<file path="src/rtl/mem_router_pkg.sv">
// Shared definitions for the data-side request router: access-size encodings,
// target limit and a width helper that never returns zero.
package mem_router_pkg;

  typedef enum logic [1:0] {
    SIZE_B = 2'd0,
    SIZE_H = 2'd1,
    SIZE_W = 2'd2
  } size_e;

  localparam int unsigned MAX_TGT = 8;

  function automatic int unsigned clog2_min1(input int unsigned n);
    return (n <= 2) ? 1 : $clog2(n);
  endfunction

endpackage

</file>
<file path="src/rtl/router_outs_ctr.sv">
// Outstanding-request counter for mem_req_router: counts accepts minus
// responses, saturating bounds are guaranteed by the caller's issue gating.
module router_outs_ctr
  import mem_router_pkg::*;
#(
  parameter int unsigned MAX_OUTS = 4
) (
  input  logic                                 clk,
  input  logic                                 reset,
  input  logic                                 inc,
  input  logic                                 dec,
  output logic [clog2_min1(MAX_OUTS + 1)-1:0]  cnt,
  output logic                                 full,
  output logic                                 empty
);

  localparam int unsigned CNT_W = clog2_min1(MAX_OUTS + 1);

  always_ff @(posedge clk) begin
    if (reset) begin
      cnt <= '0;
    end else if (inc && !dec) begin
      cnt <= cnt + CNT_W'(1);
    end else if (dec && !inc) begin
      cnt <= cnt - CNT_W'(1);
    end
  end

  assign full  = (cnt == CNT_W'(MAX_OUTS));
  assign empty = (cnt == '0);

endmodule

</file>
<file path="src/rtl/mem_req_router.sv">
// Routes the core's SRAM-like data requests to one of NUM_TGT targets, keeping
// responses in order. Define ROUTER_RSP_REG_EN to register cpu_data_ok/cpu_rdata.
module mem_req_router
  import mem_router_pkg::*;
#(
  parameter int unsigned NUM_TGT  = 2,
  parameter int unsigned MAX_OUTS = 4,
  parameter int unsigned ADDR_W   = 32,
  parameter int unsigned DATA_W   = 32
) (
  input  logic                               clk,
  input  logic                               reset,
  input  logic                               cpu_req,
  input  logic                               cpu_wr,
  input  logic [1:0]                         cpu_size,
  input  logic [DATA_W/8-1:0]                cpu_wstrb,
  input  logic [ADDR_W-1:0]                  cpu_addr,
  input  logic [DATA_W-1:0]                  cpu_wdata,
  input  logic [clog2_min1(NUM_TGT)-1:0]     cpu_sel,
  output logic                               cpu_addr_ok,
  output logic                               cpu_data_ok,
  output logic [DATA_W-1:0]                  cpu_rdata,
  output logic [NUM_TGT-1:0]                 tgt_req,
  output logic                               tgt_wr,
  output logic [1:0]                         tgt_size,
  output logic [DATA_W/8-1:0]                tgt_wstrb,
  output logic [ADDR_W-1:0]                  tgt_addr,
  output logic [DATA_W-1:0]                  tgt_wdata,
  input  logic [NUM_TGT-1:0]                 tgt_addr_ok,
  input  logic [NUM_TGT-1:0]                 tgt_data_ok,
  input  logic [NUM_TGT*DATA_W-1:0]          tgt_rdata,
  output logic                               err_stray
);

  localparam int unsigned SEL_W = clog2_min1(NUM_TGT);
  localparam int unsigned CNT_W = clog2_min1(MAX_OUTS + 1);

  if (NUM_TGT < 2 || NUM_TGT > MAX_TGT) begin : g_bad_num_tgt
    $error("mem_req_router: NUM_TGT out of range");
  end

  logic [SEL_W-1:0]  cur_tgt;
  logic [CNT_W-1:0]  outs_cnt;
  logic              outs_full;
  logic              outs_empty;
  logic              sel_valid;
  logic              sel_addr_ok;
  logic              issue_ok;
  logic              accept;
  logic              response;
  logic              stray;
  logic              hold_switch;
  logic [DATA_W-1:0] cur_rdata;

  assign tgt_wr    = cpu_wr;
  assign tgt_size  = cpu_size;
  assign tgt_wstrb = cpu_wstrb;
  assign tgt_addr  = cpu_addr;
  assign tgt_wdata = cpu_wdata;

  always_comb begin
    sel_valid   = 1'b0;
    sel_addr_ok = 1'b0;
    cur_rdata   = '0;
    response    = 1'b0;
    stray       = 1'b0;
    tgt_req     = '0;
    for (int unsigned i = 0; i < NUM_TGT; i++) begin
      if (cpu_sel == SEL_W'(i)) begin
        sel_valid   = 1'b1;
        sel_addr_ok = tgt_addr_ok[i];
      end
      if (cur_tgt == SEL_W'(i)) begin
        cur_rdata = tgt_rdata[i*DATA_W +: DATA_W];
        response  = tgt_data_ok[i] & ~outs_empty;
      end
      if (tgt_data_ok[i] && (cur_tgt != SEL_W'(i) || outs_empty)) begin
        stray = 1'b1;
      end
    end
    // A different target may only be chosen once nothing is in flight.
    issue_ok = sel_valid & ~outs_full &
               ((cpu_sel == cur_tgt) | (outs_empty & ~hold_switch));
    for (int unsigned i = 0; i < NUM_TGT; i++) begin
      tgt_req[i] = cpu_req & issue_ok & (cpu_sel == SEL_W'(i));
    end
    accept = cpu_req & issue_ok & sel_addr_ok;
  end

  assign cpu_addr_ok = accept;

`ifdef ROUTER_RSP_REG_EN
  logic              data_ok_q;
  logic [DATA_W-1:0] rdata_q;

  always_ff @(posedge clk) begin
    if (reset) begin
      data_ok_q <= 1'b0;
      rdata_q   <= '0;
    end else begin
      data_ok_q <= response;
      if (response) begin
        rdata_q <= cur_rdata;
      end
    end
  end

  assign cpu_data_ok = data_ok_q;
  assign cpu_rdata   = rdata_q;
  // Counter has already drained; hold a switch until the last response is out.
  assign hold_switch = data_ok_q;
`else
  assign cpu_data_ok = response;
  assign cpu_rdata   = cur_rdata;
  assign hold_switch = 1'b0;
`endif

  always_ff @(posedge clk) begin
    if (reset) begin
      cur_tgt   <= '0;
      err_stray <= 1'b0;
    end else begin
      if (accept) begin
        cur_tgt <= cpu_sel;
      end
      if (stray) begin
        err_stray <= 1'b1;
      end
    end
  end

  router_outs_ctr #(
    .MAX_OUTS(MAX_OUTS)
  ) u_outs_ctr (
    .clk   (clk),
    .reset (reset),
    .inc   (accept),
    .dec   (response),
    .cnt   (outs_cnt),
    .full  (outs_full),
    .empty (outs_empty)
  );

endmodule
</file>
<file path="config.mk">
export PLATFORM = sky130hd
export DESIGN_NAME = mem_req_router
export DESIGN_NICKNAME = d
export VERILOG_FILES = /design/src/rtl/mem_router_pkg.sv /design/src/rtl/router_outs_ctr.sv /design/src/rtl/mem_req_router.sv
export SDC_FILE = /design/constraint.sdc
export NUM_CORES = 1
export LEC_CHECK = 0
export BUFFER_PORTS_ARGS = -buffer_cell sky130_fd_sc_hd__buf_4
export CORE_AREA = 2 2 97 99
export DETAILED_ROUTE_END_ITERATION = 10
export DIE_AREA = 0 0 99 101
export GPL_ROUTABILITY_DRIVEN = 1
export SYNTH_ARGS = -nofsm -noshare
export SYNTH_HDL_FRONTEND = slang
export SYNTH_SLANG_ARGS = --single-unit
</file>
<file path="constraint.sdc">
create_clock -name clk -period 5.8 [get_ports clk]
set_clock_uncertainty 0.1 [all_clocks]
set_input_delay 1.16 -clock clk [delete_from_list [all_inputs] [get_ports clk]]
set_output_delay 1.16 -clock clk [all_outputs]
set_load 0.01 [all_outputs]
</file>
==> results of run 1 <==
[worst register-to-register path, cell delays in order (launching register included)]
cell and delay, ns:
dfxtp_2 0.90, xnor2_1 0.20, a21oi_1 0.12, nor2_1 0.18
ha_1 0.21, inv_1 0.06, fa_1 0.37, xor2_1 0.16
or3_1 0.30, a21oi_1 0.14
[worst paths after layout]
check / start / end / slack [ns]
worst max-delay path: cpu_sel / cpu_addr_ok / 2.60
worst min-delay path: u_outs_ctr.cnt[2]$_SDFFE_PP0P_ / u_outs_ctr.cnt[2]$_SDFFE_PP0P_ / 0.43
worst max register to register: cur_tgt$_SDFFE_PP0P_ / u_outs_ctr.cnt[2]$_SDFFE_PP0P_ / 2.98
worst min register to register: u_outs_ctr.cnt[2]$_SDFFE_PP0P_ / u_outs_ctr.cnt[2]$_SDFFE_PP0P_ / 0.43
[metrics by stage]
stage | hold WS, ns | total power (W)
global placement | 0.4299 | 0.0002566
floorplan | 0.3960 | 0.0002120
finish | 0.4338 | 0.0003216
global route | 0.4598 | 0.0003469
CTS | 0.4386 | 0.0003274
detailed placement | 0.4289 | 0.0002611
[cells by family after synthesis]
logic type / Yosys count / share of synthesized area [%]
flip-flops: 5 / 8.041
adder cells (fa/ha/maj): 2 / 2.613
XOR/XNOR: 3 / 2.111
buffers and inverters: 78 / 45.53
multiplexers: 35 / 31.36
AND/OR/NAND/NOR: 12 / 6.131
AO/OA/AOI/OAI: 8 / 4.221
[power by group through the flow]
stage	registers [W]	clock network, W	logic [W]
finish	0.0000654	0.0000636	0.000193
detailed placement	0.0000663	0	0.000195
floorplan	0.0000554	0	0.000157
global placement	0.0000661	0	0.000190
global route	0.0000689	0.0000672	0.000211
CTS	0.0000662	0.0000651	0.000196
[cell usage after synthesis]
library cell   n  share of area [%]
a311oi_1       1               0.70
nor2b_1        1               0.50
nor4b_4        1                1.9
a2111oi_0      1               0.70
or2_2          1               0.50
xor2_1         2                1.4
inv_1          3               0.90
buf_2          3                1.2
o21ai_0        1               0.40
o21a_1         1               0.60
ha_1           1                1.0
fa_1           1                1.6
nor2_1         5                1.5
dfxtp_1        5                8.0
xnor2_1        1               0.70
or3_1          1               0.50
nor3_1         3                1.2
o21bai_1       1               0.60
buf_4         72                 43
mux2_2        32                 29
a21oi_1        3                1.2
mux2i_1        3                2.4
[sequential cells by signal, summed over array words and instances (netlist names)]
register        flops
err_stray           1
u_outs_ctr.cnt      3
cur_tgt             1
[area by class of cell]
cell class	count	area, um^2
clock buffer	4	45.04
fill	1004	7292
timing repair buffer	108	810.8
sequential	5	101.3
tap	111	138.9
inverter	3	11.26
multi-input combinational	60	578.1
[per-layer routing]
metal / vias up / global-route usage [%]
met5: - / 0
met2: 97 / 10.45
li1: 482 / -
met3: 32 / 3.190
met4: 0 / 5.901
met1: 461 / 6.476
==> metrics.txt, run 1 <==
Initial DRT Pass Iterations 3; combinational power share about three fifths; Sequential Power Share 20.3%; Critical Path, Cell by Cell buf_4 > xnor2_1 > a21oi_1 > nor2_1 > buf_4; Synth cell types 22; count of placed standard cells in the final layout, fillers left out roughly 290; count of antenna diodes in the layout 0; routed via count about 1,100; Max VDD drop between 0.2 and 0.25 mV; Req. time, crit path around 4.5 ns; startpoint type of the worst setup path input port; maximum number of pins on one net before global-route repair 39; most common cell after layout, fill and taps aside buf_4; total of warnings raised by yosys 0; endpoint arrival time on the critical path 1.94 ns; average cell area after synthesis 8.706 um^2; cell area after synthesis approximately 1200 um^2; leakage power figure about 0.8 nW; final wirelength around 3600 um; count of input and output buffers roughly 110; post-CTS setup buffer count 0; Post-CTS Hold Fix Bufs 0; floorplan row count 35; switching share of power about a third; Worst Tran Pin Value between 0.8 and 0.9 ns; worst setup slack after placement around 2.6 ns; reg2reg path depth 9; die width between 90 and 100 um; synthesized instance count between 100 and 150; post-placement cell area around 1600 um^2; highest signal layer in the routed design met4; clock latency of the later-clocked register in the worst-skew pair 0.22 ns; final max-slew violation count 0; Sw Pwr roughly 0.00011 W; top library cells by usage in the layout, fill and taps aside buf_4 (108), mux2_2 (32), nor2_1 (5), dfxtp_1 (4); effective utilization at floorplan 13.87%; worst rel slew slack approximately two fifths; met1 wire length approximately 1100 um; slack of the critical path 2.604 ns; number of DRC violations after detailed-routing iteration 0 14; number of max-cap violations 0; met3 wire length ~640 um; maximum root-to-sink buffer count 2; met2 wire length roughly 1600 um; die boundary height 101 um; sum of net half-perimeters after detailed placement approximately 3000 um; Die ar. about 10000 um^2; clock buffers created by TritonCTS 3; global router's overall resource usage under 10%; cell count of the worst hold path 2; Clock Sinks 5; final critical-path share of the clock period between 50 and 60%; boundary pin count around 250; Setup crit end kind primary output; clock-pin slew on the worst setup and hold paths roughly 0.04 ns; clock tree from TritonCTS yes; internal power summed over all cells 0.0002107 W; run status finished clean; Final GP Congestion 0.6148; setup repair after global routing missed its margin no; Detail Route Antenna Nets 0; Pwr per Cell Area about 190 nW/um^2; classification of the worst-slack hold path reg2reg; Core Footprint between 8000 and 9000 um^2; Placed Cells incl. Taps between 200 and 300; aggregate global routing overflow 0; sequential fraction of the synthesis area 8.040%; vias in the first global route between 1,000 and 1,500; cell family with most CP delay buffers and inverters; path length in cells of the critical path 5; number of antenna violations at the first check in global routing 0; number of synthesized register bits 5; class of the most critical setup path in2out; via/cell ratio ~3.7; Clk pwr share about a fifth; Clk Tree Root Cell clkbuf_8; depth of the CTS H-tree 1; number of nets in the synthesized netlist between 200 and 300; min cycle time layout 3.196 ns; quantity of gates resized following cts 0; DR DRC count 0; Setup violations, final 0; Post-Layout Inst Area 1685 um^2; first-pass GRT wire length ~5200 um; cell occurring most often along the worst timing path buf_4; layout cell share with drive strength beyond 1 81.11%; routed length per instance ~12 um; buffer and inverter count on the worst path 2; area grow syn2layout 35.38%; Final Core Density 18.77%; Setup TNS 0 ns; Max Freq approximately 0.31 GHz; critical path's largest stage delay approximately 0.26 ns; number of nets in the finished design 326; critical path peak fanout 5; endpoints failing hold 0; library cell contributing the largest single delay on the critical path a21oi_1
(Power assumes the default switching activity.)
==> run 2, diff against run 1 <==
--- a/config.mk
+++ b/config.mk
@@ -5,10 +5,11 @@
 export SDC_FILE = /design/constraint.sdc
 export NUM_CORES = 1
 export LEC_CHECK = 0
+export ABC_AREA = 1
 export BUFFER_PORTS_ARGS = -buffer_cell sky130_fd_sc_hd__buf_4
-export CORE_AREA = 2 2 97 99
+export CORE_AREA = 2 2 98 100
 export DETAILED_ROUTE_END_ITERATION = 10
-export DIE_AREA = 0 0 99 101
+export DIE_AREA = 0 0 100 102
 export GPL_ROUTABILITY_DRIVEN = 1
 export SYNTH_ARGS = -nofsm -noshare
 export SYNTH_HDL_FRONTEND = slang
==> constraint.sdc (replaced) <==
create_clock -name clk -period 3 [get_ports clk]
set_clock_uncertainty 0.1 [all_clocks]
set_input_delay 0.6 -clock clk [delete_from_list [all_inputs] [get_ports clk]]
set_output_delay 0.6 -clock clk [all_outputs]
set_load 0.01 [all_outputs]
==> run 2 against run 1 <==
Net effect:
- synthesized area rose by 3.8%
- register-to-register slack worse by 2.3 ns
- non-clock buffer count up 3
- critical path depth increased by 7
- global-route usage is 2.2 points higher
- first-iteration DRC count up 57%
- sequential share of layout area decreased by 0.25 points
- final area grew 3.0%
- die area rose by 2.0%
- highest routed layer unchanged
==> metrics.txt, run 2 <==
die width 100 um (+1.0%); Detail Route Antenna Nets 0 (unchanged); Max Freq 0.4359 GHz; sum of net half-perimeters after detailed placement 4502 um (+48%); layout cell share with drive strength beyond 1 45.08% (-36 points); via/cell ratio 3.723 (+1.1%); Setup violations, final 0 (unchanged); most common cell after layout, fill and taps aside nand2_1; library cell contributing the largest single delay on the critical path dfxtp_1; leading cell type by number of instances after synthesis nand2_1; DR DRC count 0 (unchanged); Final GP Congestion 0.7026 (+14%); Core Footprint 9109 um^2 (+1.5%); Critical path origin cur_tgt$_SDFFE_PP0P_; cell types with the largest area share after synthesis buf_4 (41%), nand2_1 (33%), dfxtp_1 (7.7%), inv_1 (2.9%), buf_2 (2.3%); worst setup slack after placement 0.5060 ns (-2.081 ns); maximum root-to-sink buffer count 2 (unchanged); Setup TNS 0 ns (unchanged); post-placement cell area 1690 um^2 (+3.1%); Worst Tran Pin Value 0.2086 ns (-0.6820 ns); Max VDD drop 0.4966 mV (+140%); number of flops mapped to enable cells by yosys 0 (unchanged); start of the worst register-to-register path cur_tgt$_SDFFE_PP0P_; run status finished clean; Post-Layout Inst Area 1735 um^2 (+3.0%); area grow syn2layout 34.27%; dominant register cell in the synthesized netlist dfxtp_1; Setup crit end kind flip-flop; Post-CTS Hold Fix Bufs 0 (unchanged); startpoint type of the worst setup path flip-flop; slack of the critical path 0.7057 ns (-1.899 ns); clock latency of the later-clocked register in the worst-skew pair 0.23 ns (about the same); clock-pin slew on the worst setup and hold paths 0.04 ns (about the same); number of nets in the finished design 410 (+26%); first-pass GRT wire length 6955 um (+33%); global router's overall resource usage 8.867% (+2.2 points); routed via count 1,396 (+30%); Initial DRT Pass Iterations 4 (+1); final max-slew violation count 0 (unchanged); Pwr per Cell Area 405.6 nW/um^2 (+110%); boundary pin count 251 (unchanged); number of antenna violations at the first check in global routing 0 (unchanged); sequential fraction of the synthesis area 7.744% (-0.30 points); maximum number of pins on one net before global-route repair 20 (-49%); count of input and output buffers 108 (unchanged); startpoint of the most critical hold path err_stray$_SDFFE_PP0P_; critical path's largest stage delay 0.38 ns (+0.12 ns); average cell area after synthesis 5.694 um^2 (-35%); die boundary height 102 um (+0.99%); post-CTS setup buffer count 0 (unchanged); aggregate global routing overflow 0 (unchanged); Die ar. 10,200 um^2 (+2.0%); classification of the worst-slack hold path reg2reg; routed length per instance 13.60 um (+9.0%); cell family with most CP delay adder cells; max reg flops 3 (unchanged); number of synthesized register bits 5 (unchanged); count of antenna diodes in the layout 0 (unchanged); number of DRC violations after detailed-routing iteration 0 22 (+8); critical path peak fanout 17 (+12); leakage power figure 1.017 nW (+27%); Req. time, crit path 3.01 ns (-1.53 ns); synthesized instance count 227 (+59%); effective utilization at floorplan 14.19% (+0.32 points); clock tree from TritonCTS yes; top library cells by usage in the layout, fill and taps aside nand2_1 (113), buf_4 (111), inv_1 (10), o21ai_0 (5), dfxtp_1 (5); floorplan row count 35 (unchanged); Clock Sinks 5 (unchanged); final critical-path share of the clock period between 70% and 80%; Critical Path, Cell by Cell buf_4 > nand2_1 > nand3_4 > nand4_2 > inv_1 > ha_1 > inv_1 > fa_1 > a21oi_1 > o21ai_0 > o21ai_0 > a21oi_1; Clk Tree Root Cell clkbuf_8; biggest regs u_outs_ctr.cnt (3), cur_tgt (1), err_stray (1); final wirelength 5099 um (+41%); number of max-cap violations 0 (unchanged); register bank with the most flops u_outs_ctr.cnt; dominant cell type by area after synthesis buf_4; class of the most critical setup path reg2reg; clock buffers created by TritonCTS 3 (unchanged); most frequent cells after synthesis nand2_1 (113), buf_4 (71), inv_1 (10); number of nets in the synthesized netlist 372 (+29%); setup repair after global routing missed its margin no; depth of the CTS H-tree 1 (unchanged); endpoints failing hold 0 (unchanged); cell area after synthesis 1292 um^2 (+3.8%); quantity of gates resized following cts 0 (unchanged); Synth cell types 18 (-18%); area share of the leading cell type in the synthesized netlist 41.24% (-2.2 points); Filler cells 1,056 (+5.2%); vias in the first global route 1,279 (+23%); worst rel slew slack 85.95% (+45 points); endpoint arrival time on the critical path 2.30 ns (+0.36 ns); min cycle time layout approximately 2.3 ns; buffer and inverter count on the worst path 3 (+1); total of warnings raised by yosys 0 (unchanged); FFs w/ async S/R, synth 0% (unchanged)
[run 2: layer usage]
metal,track usage [%],vias up,routed length (um),part of all wire (%)
li1,-,683,-,-
met2,15.64,103,2585,51
met1,8.819,586,1639,32
met4,3.477,0,167,3.3
met5,0,-,0,0
met3,4.788,24,706,14
[run 2: where the power goes]
part | total, W | switching, W | internal (W)
registers | 0.000104 | 0.0000167 | 0.0000872
clock network | 0.000128 | 0.0000366 | 0.0000915
logic | 0.000472 | 0.000246 | 0.000226
total | 0.000704 | 0.000299 | 0.000404
[run 2: area by class of cell]
class                           instances  area (um^2)  share of cell area, %
Clock buffer                            4        45.04                  2.596
Tap cell                              111        138.9                  8.003
Inverter                               11        43.79                  2.523
Multi-Input combinational cell        133        574.3                  33.09
Sequential cell                         5        100.1                  5.768
Timing Repair Buffer                  111        833.3                  48.02
[run 2: path summary, 6_finish.rpt]
| path | cells past startpoint | endpoint | slack, ns |
|---|---|---|---|
| setup reg to reg | 12 | u_outs_ctr.cnt[2]$_SDFFE_PP0P_ | 0.71 |
| setup / recovery | 12 | u_outs_ctr.cnt[2]$_SDFFE_PP0P_ | 0.71 |
| hold reg to reg | 2 | err_stray$_SDFFE_PP0P_ | 0.38 |
| hold / removal | 2 | err_stray$_SDFFE_PP0P_ | 0.38 |
[run 2: kinds of logic (layout without fill, tap and decap cells)]
logic type | Yosys count | count (layout) | synth area share (%)
AOI/OAI and AO/OA | 10 | 10 | 4.163
buffers and inverters | 89 | 126 | 47.82
DFF | 5 | 5 | 7.745
and+or+nand+nor | 121 | 121 | 37.75
adders and majority gates | 2 | 2 | 2.517
[run 2: per-stage QoR]
stage                     power (W)  hold slack (ns)  util, %  instances
after floorplan           0.0004416           0.3583        -        227
after global placement    0.0005736           0.3632    18.56        371
after detailed placement  0.0005852           0.3711    18.56        371
after CTS                 0.0007174           0.3842    19.05        375
after global routing      0.0007748           0.4221    19.05        375
final                     0.0007039           0.3812    19.05        375
[run 2: tightest hold or removal path, delay by kind of cell, from the launching register on]
family / cells / cell delay, ns
flip-flops: 1 / 0.32
AO/OA/AOI/OAI: 1 / 0.09
buffers and inverters: 1 / 0.05
==> run 3, diff against run 2 <==
--- a/config.mk
+++ b/config.mk
@@ -5,11 +5,11 @@
 export SDC_FILE = /design/constraint.sdc
 export NUM_CORES = 1
 export LEC_CHECK = 0
-export ABC_AREA = 1
+export ABC_AREA = 0
 export BUFFER_PORTS_ARGS = -buffer_cell sky130_fd_sc_hd__buf_4
-export CORE_AREA = 2 2 98 100
+export CORE_AREA = 2 2 97 99
 export DETAILED_ROUTE_END_ITERATION = 10
-export DIE_AREA = 0 0 100 102
+export DIE_AREA = 0 0 99 101
 export GPL_ROUTABILITY_DRIVEN = 1
 export SYNTH_ARGS = -nofsm -noshare
 export SYNTH_HDL_FRONTEND = slang
==> constraint.sdc (replaced) <==
create_clock -name clk -period 1.9 [get_ports clk]
set_clock_uncertainty 0.1 [all_clocks]
set_input_delay 0.38 -clock clk [delete_from_list [all_inputs] [get_ports clk]]
set_output_delay 0.38 -clock clk [all_outputs]
set_load 0.01 [all_outputs]
==> run 3 against run 2 <==
Net effect:
- the flow now finishes with violations (negative setup slack)
- fmax grew 7.2%
- first-iteration DRC count shrank 73%
- cell count down 19%
- critical path type unchanged
- critical endpoint unchanged
==> metrics.txt, run 3 (synthesized netlist as in run 1, its figures left out) <==
run status finished, violations left; overall power 0.001150 W (+63%); clock latency of the later-clocked register in the worst-skew pair 0.23 ns (about the same); number of max-cap violations 0 (unchanged); worst setup slack after placement -0.3103 ns (-0.8163 ns); register bank with the most flops u_outs_ctr.cnt; Max Freq 0.4671 GHz (+7.2%); vias in the first global route 1,011 (-21%); maximum number of pins on one net before global-route repair 35 (+75%); Clock Sinks 5 (unchanged); Initial DRT Pass Iterations 3 (-1); Setup crit end kind flip-flop; count of input and output buffers 108 (unchanged); Critical path destination u_outs_ctr.cnt[2]$_SDFFE_PP0P_; final wirelength 3711 um (-27%); die width 99 um (-1.0%); violations in the final reports negative setup slack; routed via count 1,106 (-21%); slack of the critical path -0.2409 ns (-0.9466 ns); Critical Path, Cell by Cell nor4b_4 > a21oi_2 > nor2_2 > ha_2 > inv_2 > fa_2 > xor2_1 > or3_1 > a21oi_1; endpoint arrival time on the critical path 2.20 ns (-0.10 ns); critical path peak fanout 4 (-13); Critical path origin u_outs_ctr.cnt[2]$_SDFFE_PP0P_; Core Footprint 8977 um^2 (-1.4%); Setup violations, final 1 (+1); via/cell ratio 3.626 (-2.6%); DR DRC count 0 (unchanged); endpoints failing hold 0 (unchanged); top library cells by usage in the layout, fill and taps aside buf_4 (120), mux2_2 (32), nor2_1 (4); Req. time, crit path 1.95 ns (-1.06 ns); Pwr per Cell Area 625.5 nW/um^2 (+54%); slack of the worst reg-to-reg path -0.24 ns (-0.95 ns); Detail Route Antenna Nets 0 (unchanged); post-placement cell area 1732 um^2 (+2.4%); start of the worst register-to-register path u_outs_ctr.cnt[2]$_SDFFE_PP0P_; Post-CTS Hold Fix Bufs 0 (unchanged); library cell contributing the largest single delay on the critical path dfxtp_2; die boundary height 101 um (-0.98%); class of the most critical setup path reg2reg; RR Endpoint u_outs_ctr.cnt[2]$_SDFFE_PP0P_; number of nets in the finished design 340 (-17%); floorplan row count 35 (unchanged); max reg flops 3 (unchanged); layout cell share with drive strength beyond 1 86.08% (+41 points); classification of the worst-slack hold path in2reg; clock-pin slew on the worst setup and hold paths 0.04 ns (about the same); startpoint type of the worst setup path flip-flop; global router's overall resource usage 5.999% (-2.9 points); biggest regs u_outs_ctr.cnt (3), cur_tgt (1), err_stray (1); first-pass GRT wire length 4788 um (-31%); Setup TNS -0.2409 ns (-0.2409 ns); Final GP Congestion 0.7150 (+1.8%); clock buffers created by TritonCTS 3 (unchanged); worst rel slew slack 76.32% (-9.6 points); most common cell after layout, fill and taps aside buf_4; final critical-path share of the clock period 112.7% (+36 points); aggregate global routing overflow 0 (unchanged); setup repair after global routing missed its margin yes; routed length per instance 12.17 um (-11%); reg2reg path depth 9 (-3); effective utilization at floorplan 13.87% (-0.32 points); Max VDD drop 0.4687 mV (-5.6%); number of DRC violations after detailed-routing iteration 0 6 (-73%); depth of the CTS H-tree 1 (unchanged); min cycle time layout 2.141 ns (-0.1534 ns); area grow syn2layout 47.74%; sum of net half-perimeters after detailed placement 2932 um (-35%); Clk Tree Root Cell clkbuf_8; clock tree from TritonCTS yes; Post-Layout Inst Area 1839 um^2 (+6.0%); Worst Tran Pin Value 0.3463 ns (+0.1377 ns); Die ar. 9999 um^2 (-2.0%); leakage power figure 0.8767 nW (-14%); boundary pin count 251 (unchanged); maximum root-to-sink buffer count 2 (unchanged); count of antenna diodes in the layout 0 (unchanged); critical path's largest stage delay 0.34 ns (-0.04 ns); number of antenna violations at the first check in global routing 0 (unchanged); final max-slew violation count 0 (unchanged)
run 3: where the power goes:
| part | switching, W | leakage (nW) | internal [W] |
|---|---|---|---|
| Sequential | 0.0000376 | 0.0431 | 0.000137 |
| Combinational | 0.000286 | 0.811 | 0.000486 |
| Clock | 0.0000589 | 0.0228 | 0.000145 |
| Total | 0.000383 | 0.877 | 0.000768 |
run 3: cell type report:
| type | instances | area [um^2] |
|---|---|---|
| clock buffers | 4 | 45.04 |
| fillers | 986 | 7138 |
| inverters | 3 | 11.26 |
| multi-input cells | 60 | 589.3 |
| flip-flops and latches | 5 | 108.9 |
| well taps | 111 | 138.9 |
| repair buffers | 122 | 945.9 |
run 3: critical path, delay by kind of cell, from the launching register on:
kind,cells,cell delay (ns)
AOI/OAI and AO/OA,2,0.19
xor gates and xnor gates,1,0.15
adders and majority gates,2,0.51
buffers and inverters,1,0.04
DFF,1,0.34
and+or+nand+nor,3,0.74
run 3: worst min-delay path by stage:
stage / start / endpoint / slack (ns) / cells after the start
2_1_floorplan: reset / u_outs_ctr.cnt[2]$_SDFFE_PP0P_ / 0.34 / 1
3_3_place_gp: u_outs_ctr.cnt[2]$_SDFFE_PP0P_ / u_outs_ctr.cnt[2]$_SDFFE_PP0P_ / 0.40 / 2
3_5_place_dp: u_outs_ctr.cnt[2]$_SDFFE_PP0P_ / u_outs_ctr.cnt[2]$_SDFFE_PP0P_ / 0.41 / 2
4_1_cts: reset / u_outs_ctr.cnt[2]$_SDFFE_PP0P_ / 0.26 / 2
5_1_grt: reset / u_outs_ctr.cnt[2]$_SDFFE_PP0P_ / 0.26 / 2
6_report: reset / u_outs_ctr.cnt[2]$_SDFFE_PP0P_ / 0.26 / 2
run 3: metrics by stage:
step	instances	util (%)	hold WS, ns
after global placement	297	19.29	0.4009
after detailed placement	297	19.29	0.4051
after CTS	303	20.10	0.2604
final	305	20.49	0.2564
after floorplan	143	-	0.3417
after global routing	305	20.49	0.2646
run 3: per-layer routing:
| metal | routed length, um | vias to the layer above | GRT usage, % |
|---|---|---|---|
| met5 | 0 | - | 0 |
| met3 | 562 | 22 | 2.080 |
| li1 | - | 509 | - |
| met4 | 154 | 0 | 4.531 |
| met2 | 1722 | 101 | 10.55 |
| met1 | 1272 | 474 | 5.772 |
run 3: repair_timing:
| action | in CTS | in global routing |
|---|---|---|
| cloned | 0 | 1 |
| pin swaps | 0 | 1 |
| setup buffers | 2 | 1 |
| resized for setup | 3 | 1 |
| setup endpoints to repair | 34 | 17 |
